===== config.mk =====
export PLATFORM = sky130hd
export DESIGN_NAME = quadrature_decoder
export DESIGN_NICKNAME = d
export VERILOG_FILES = /design/src/rtl/quad_pkg.sv /design/src/rtl/quad_glitch_filter.sv /design/src/rtl/quadrature_decoder.sv
export SDC_FILE = /design/constraint.sdc
export NUM_CORES = 1
export LEC_CHECK = 0
export CAP_MARGIN = 20
export CORE_UTILIZATION = 39
export DETAILED_ROUTE_END_ITERATION = 10
export HOLD_SLACK_MARGIN = 0.12
export PLACE_DENSITY = 0.64
export SYNTH_ARGS = -nofsm -noshare
export SYNTH_HDL_FRONTEND = slang
export SYNTH_SLANG_ARGS = --single-unit

===== constraint.sdc =====
create_clock -name clk -period 3.22 [get_ports clk]
set_input_delay 0.322 -clock clk [delete_from_list [all_inputs] [get_ports clk]]
set_output_delay 0.322 -clock clk [all_outputs]
set_load 0.01 [all_outputs]

===== src/rtl/quad_pkg.sv =====
// Package: quad_pkg
// Purpose: shared definitions for the quadrature decoder.
//   - FSM state encoding (ARMING, RUN)
//   - direction constants for the dir output
//   - two-bit phase-state constants ({A,B}) and the forward/reverse
//     successor lookups used to classify transitions
package quad_pkg;

    typedef enum logic {
        ARMING = 1'b0,
        RUN    = 1'b1
    } state_t;

    localparam logic DIR_UP   = 1'b1;
    localparam logic DIR_DOWN = 1'b0;

    localparam logic [1:0] PH_00 = 2'b00;
    localparam logic [1:0] PH_01 = 2'b01;
    localparam logic [1:0] PH_10 = 2'b10;
    localparam logic [1:0] PH_11 = 2'b11;

    // Forward rotation (A leads B): 00 -> 10 -> 11 -> 01 -> 00
    function automatic logic [1:0] next_up(input logic [1:0] s);
        case (s)
            PH_00:   return PH_10;
            PH_10:   return PH_11;
            PH_11:   return PH_01;
            default: return PH_00;
        endcase
    endfunction

    // Reverse rotation: 00 -> 01 -> 11 -> 10 -> 00
    function automatic logic [1:0] next_down(input logic [1:0] s);
        case (s)
            PH_00:   return PH_01;
            PH_01:   return PH_11;
            PH_11:   return PH_10;
            default: return PH_00;
        endcase
    endfunction

endpackage


===== src/rtl/quad_glitch_filter.sv =====
// Module: quad_glitch_filter
// Purpose: one encoder channel's front end. A raw asynchronous input is
//   passed through a SYNC_STAGES flop synchroniser, then a stability
//   counter only lets the filtered level follow the synced level after it
//   has disagreed for FILTER_LEN consecutive cycles.
// Ports:
//   clk         in  rising-edge clock
//   clear       in  asynchronous reset, active-high
//   raw         in  raw channel input, asynchronous to clk
//   force_load  in  copy the synced level straight into the filter
//   synced      out output of the last synchroniser stage
//   filtered    out debounced level
module quad_glitch_filter #(
    parameter int SYNC_STAGES = 2,
    parameter int FILTER_LEN  = 3
) (
    input  logic clk,
    input  logic clear,
    input  logic raw,
    input  logic force_load,
    output logic synced,
    output logic filtered
);

    localparam int CNT_W = $clog2(FILTER_LEN + 1);

    logic [SYNC_STAGES-1:0] sync_q;
    logic [CNT_W-1:0]       cnt;

    always_ff @(posedge clk or posedge clear) begin
        if (clear) begin
            sync_q <= '0;
        end else begin
            sync_q <= {sync_q[SYNC_STAGES-2:0], raw};
        end
    end

    assign synced = sync_q[SYNC_STAGES-1];

    // The level is accepted on the FILTER_LEN-th consecutive disagreeing
    // cycle, so a pulse of FILTER_LEN-1 cycles never reaches the output.
    always_ff @(posedge clk or posedge clear) begin
        if (clear) begin
            filtered <= 1'b0;
            cnt      <= '0;
        end else if (force_load) begin
            filtered <= synced;
            cnt      <= '0;
        end else if (synced == filtered) begin
            cnt <= '0;
        end else if (cnt == CNT_W'(FILTER_LEN - 1)) begin
            filtered <= synced;
            cnt      <= '0;
        end else begin
            cnt <= cnt + CNT_W'(1);
        end
    end

endmodule


===== src/rtl/quadrature_decoder.sv =====
// Module: quadrature_decoder
// Purpose: decodes a two-phase quadrature pair into single-cycle step
//   pulses, a held direction bit and an error pulse, and keeps a loadable
//   wrap-around position count.
// Ports:
//   clk    in   rising-edge clock
//   clear  in   asynchronous reset, active-high
//   a_in   in   raw phase A (asynchronous)
//   b_in   in   raw phase B (asynchronous)
//   load   in   synchronous load of pos from d (wins over counting)
//   d      in   load value
//   step   out  one-cycle pulse per valid transition
//   dir    out  1 = up (A leads B), 0 = down; held between steps
//   err    out  one-cycle pulse on an illegal two-bit transition
//   pos    out  position count, wraps modulo 2^WIDTH
module quadrature_decoder
    import quad_pkg::*;
#(
    parameter int WIDTH       = 8,
    parameter int SYNC_STAGES = 2,
    parameter int FILTER_LEN  = 3
) (
    input  logic             clk,
    input  logic             clear,
    input  logic             a_in,
    input  logic             b_in,
    input  logic             load,
    input  logic [WIDTH-1:0] d,
    output logic             step,
    output logic             dir,
    output logic             err,
    output logic [WIDTH-1:0] pos
);

    localparam int ARM_W = $clog2(SYNC_STAGES + 1);

    state_t           state, state_nxt;
    logic [ARM_W-1:0] arm_cnt;
    logic             arm_load;
    logic             a_sync, b_sync, a_filt, b_filt;
    logic [1:0]       cur, prev, prev_nxt;
    logic             step_nxt, err_nxt, dir_nxt;
    logic [WIDTH-1:0] pos_nxt;

    quad_glitch_filter #(.SYNC_STAGES(SYNC_STAGES), .FILTER_LEN(FILTER_LEN)) u_filt_a (
        .clk(clk), .clear(clear), .raw(a_in), .force_load(arm_load),
        .synced(a_sync), .filtered(a_filt)
    );

    quad_glitch_filter #(.SYNC_STAGES(SYNC_STAGES), .FILTER_LEN(FILTER_LEN)) u_filt_b (
        .clk(clk), .clear(clear), .raw(b_in), .force_load(arm_load),
        .synced(b_sync), .filtered(b_filt)
    );

    assign cur = {a_filt, b_filt};

    // The arming counter only runs out of reset; once the synchroniser is
    // full, whatever level the inputs sit at becomes the reference state,
    // so a stuck or parked encoder never produces a spurious step or err.
    always_ff @(posedge clk or posedge clear) begin
        if (clear) begin
            state   <= ARMING;
            arm_cnt <= '0;
        end else begin
            state <= state_nxt;
            if (state == ARMING && !arm_load) begin
                arm_cnt <= arm_cnt + ARM_W'(1);
            end else begin
                arm_cnt <= '0;
            end
        end
    end

    // Transition classification. step/err/dir/pos are all registered so
    // pos changes in the very cycle the step pulse is visible.
    always_comb begin
        state_nxt = state;
        arm_load  = 1'b0;
        step_nxt  = 1'b0;
        err_nxt   = 1'b0;
        dir_nxt   = dir;
        pos_nxt   = pos;
        prev_nxt  = prev;
        case (state)
            ARMING: begin
                if (arm_cnt == ARM_W'(SYNC_STAGES)) begin
                    arm_load  = 1'b1;
                    prev_nxt  = {a_sync, b_sync};
                    state_nxt = RUN;
                end
            end
            RUN: begin
                if (cur != prev) begin
                    prev_nxt = cur;
                    if (cur == next_up(prev)) begin
                        step_nxt = 1'b1;
                        dir_nxt  = DIR_UP;
                        pos_nxt  = pos + WIDTH'(1);
                    end else if (cur == next_down(prev)) begin
                        step_nxt = 1'b1;
                        dir_nxt  = DIR_DOWN;
                        pos_nxt  = pos - WIDTH'(1);
                    end else begin
                        err_nxt = 1'b1;
                    end
                end
            end
            default: state_nxt = ARMING;
        endcase
        // A load overrides the count but the pulses are still reported.
        if (load) begin
            pos_nxt = d;
        end
    end

    always_ff @(posedge clk or posedge clear) begin
        if (clear) begin
            step <= 1'b0;
            err  <= 1'b0;
            dir  <= DIR_DOWN;
            pos  <= '0;
            prev <= PH_00;
        end else begin
            step <= step_nxt;
            err  <= err_nxt;
            dir  <= dir_nxt;
            pos  <= pos_nxt;
            prev <= prev_nxt;
        end
    end

endmodule


==> flow_metrics.tcl <==
set metrics [dict create \
    hold_viol 0 \
    ys_types 33 \
    max-slew-margin-rel_pct 67.9 \
    final_max_slew_viol_count 0 \
    maxCapViolations 0 \
    synthFlopType "dfrtp_1" \
    clkTransAtPathRegs_ns 0.15 \
    cp.arrival_ns 2.86 \
    synth_warnings 0 \
    pin_count 24 \
    grt_overflow_total 0 \
    hpwl_um 1900 \
    grt_pass1_vias 994 \
    wl_per_cell_um 12.7 \
    num-nets-final 176 \
    grt_setup_unrepaired "false" \
    io_buffers 23 \
    met3_usage_pct 1.92 \
    critPathRequiredTime_ns 3.50 \
    cts.htree.levels 1 \
    final.min_clock_period_ns 2.58 \
    placementRows 21 \
    clockRootBuffer "clkbuf_4" \
    die_area_um2 3710 \
    drc 0 \
    fin_crit_sh_pct 80.0 \
    tightest_slew_ns 0.480 \
    status "finished clean" \
    wl_um 2530 \
    synth.yosys.seq_area_share_pct 48.1 \
    die_w_um 60.9 \
    finalClockSkew_ns 0.00534 \
    fmax_mhz 388 \
    path_buf_inv 0 \
    synth.most_common_cell "dfrtp_1" \
    cp-start-kind "register" \
    syn_to_final_growth_pct 26.2 \
    grt_pass1_wl_um 4240 \
    hold_class "in2async" \
    antenna_found_initial 0 \
    synth_top_area_cell "dfrtp_1" \
    worstPathCellList "xnor2_1, nand2b_4, ha_1, a21oi_1, o21ai_0, nor2_1, or4b_1, nand3_1" \
    gp_congestion 0.890 \
    cts_buffers 3 \
    synth_fp_nets 150 \
    cts-hold-fix-buffers 0 \
    initial_utilization_pct 40.6 \
    slowest_delay_ns 0.49 \
    grt-busiest-layer "met2" \
    crit_slowest_cell "or4b_1" \
    synth_common_cells "dfrtp_1, nand2_1, o21ai_0" \
    synth_cells 128 \
    antenna_cells 0 \
    path_delay_family "simple AND/OR/NAND/NOR gates" \
    synth-async-reset-ratio_pct 100 \
    synth_edf_count 0 \
    dr.pass1.iters 4 \
    cts_tree "built" \
    met2_usage_pct 26.1 \
    setup_viol 0 \
    synth_top_area_share_pct 48.1 \
    clk_latency_ns 0.33 \
    worst-path-max-fanout 12 \
    via_per_inst 5.08 \
    synthTopCellsByArea "dfrtp_1, ha_1, xnor2_1" \
    grt_util_met1_pct 20.2 \
    cp-end-kind "register" \
    post_synth.cell_area_avg_um2 10.6 \
    numClockSinks 26 \
    vias 1010 \
    post-cts-setup-buffers 0 \
    die_h_um 60.9 \
    layout-drive-gt1-share_pct 7.19 \
    ant_nets 0 \
    path_class "reg2reg" \
    post_cts_resized 0 \
    grtUsageTotal_pct 15.7 \
    netlist_area_um2 1350 \
    drtIter0Drc 39 \
    ys_ff_latch 26 \
    tns_ns 0 \
    final_core_util_pct 51.2 \
    grt_max_degree 27 \
    fp.coreArea_um2 3340 \
    clk_path_buf_depth 2 \
]
## cell families (layout without fill, tap and decap cells)
family                     count (synthesis)  after routing  share of synthesized area, %
and+or+nand+nor                           34             34                          13.7
AOI/OAI and AO/OA                         29             29                          12.8
DFF                                       26             26                          48.1
xor gates and xnor gates                  13             13                          8.41
buffers and inverters                     10             35                          2.86
adders and majority gates                  9              9                          8.87
muxes                                      7              7                          5.36
## flip-flops by register name (all words and copies together), names as in the netlist
signal and flops:
u_filt_a.filtered 1, u_filt_b.filtered 1, state 1, err 1, dir 1, step 1, u_filt_a.sync_q 2, u_filt_b.sync_q 2
arm_cnt 2, prev 2, u_filt_a.cnt 2, pos 8, u_filt_b.cnt 2
## cell usage in the layout (no fill, tap or decap), drive strengths merged, types with 3 or more instances in the layout
| cell | instances |
|---|---|
| dfrtp | 26 |
| and2 | 3 |
| clkbuf | 3 |
| nor2 | 4 |
| o21ai | 11 |
| xor2 | 4 |
| xnor2 | 9 |
| nor4 | 4 |
| nand2 | 12 |
| clkdlybuf4s50 | 23 |
| inv | 7 |
| nand3 | 3 |
| a21oi | 9 |
| ha | 8 |
| mux2i | 5 |
## per-layer routing
layer  routed length, um  vias to the layer above
li1                    -                      501
met1                1180                      486
met2                1230                       18
met3                  53                        5
met4                  63                        0
met5                   0                        -
## area by class of cell
cell class | count | area [um^2]
fill | 329 | 1630
multi-input combinational | 92 | 664
sequential | 26 | 651
timing repair buffer | 24 | 258
tap | 46 | 57.6
clock inverter | 1 | 30.0
inverter | 7 | 26.3
clock buffer | 3 | 22.5
## metrics by stage
stage               cells  hold WS [ns]  area [um^2]  worst slack (ns)
global placement      194         0.332         1630             0.845
CTS                   198         0.368         1680             0.661
global route          199         0.258         1710             0.467
detailed placement    194         0.335         1630             0.708
finish                199         0.248         1710             0.645
floorplan             128         0.331         1350             0.947
## worst paths after layout
check | startpoint | end | slack (ns) | cells past startpoint
max in group asynchronous | clear | u_filt_b.sync_q[1]$_DFF_PP0_ | 2.55 | 3
setup reg to reg | u_filt_b.filtered$_DFFE_PP0P_ | pos[7]$_DFFE_PP0P_ | 0.64 | 8
setup / recovery | u_filt_b.filtered$_DFFE_PP0P_ | pos[7]$_DFFE_PP0P_ | 0.64 | 8
min in group clk | u_filt_a.sync_q[0]$_DFF_PP0_ | u_filt_a.sync_q[1]$_DFF_PP0_ | 0.36 | 0
hold / removal | clear | pos[0]$_DFFE_PP0P_ | 0.25 | 2
hold reg to reg | u_filt_a.sync_q[0]$_DFF_PP0_ | u_filt_a.sync_q[1]$_DFF_PP0_ | 0.36 | 0
Power is left out: the tool's default activity adds up to more than one toggle a clock period on the data nets, which glitch-free logic cannot reach.
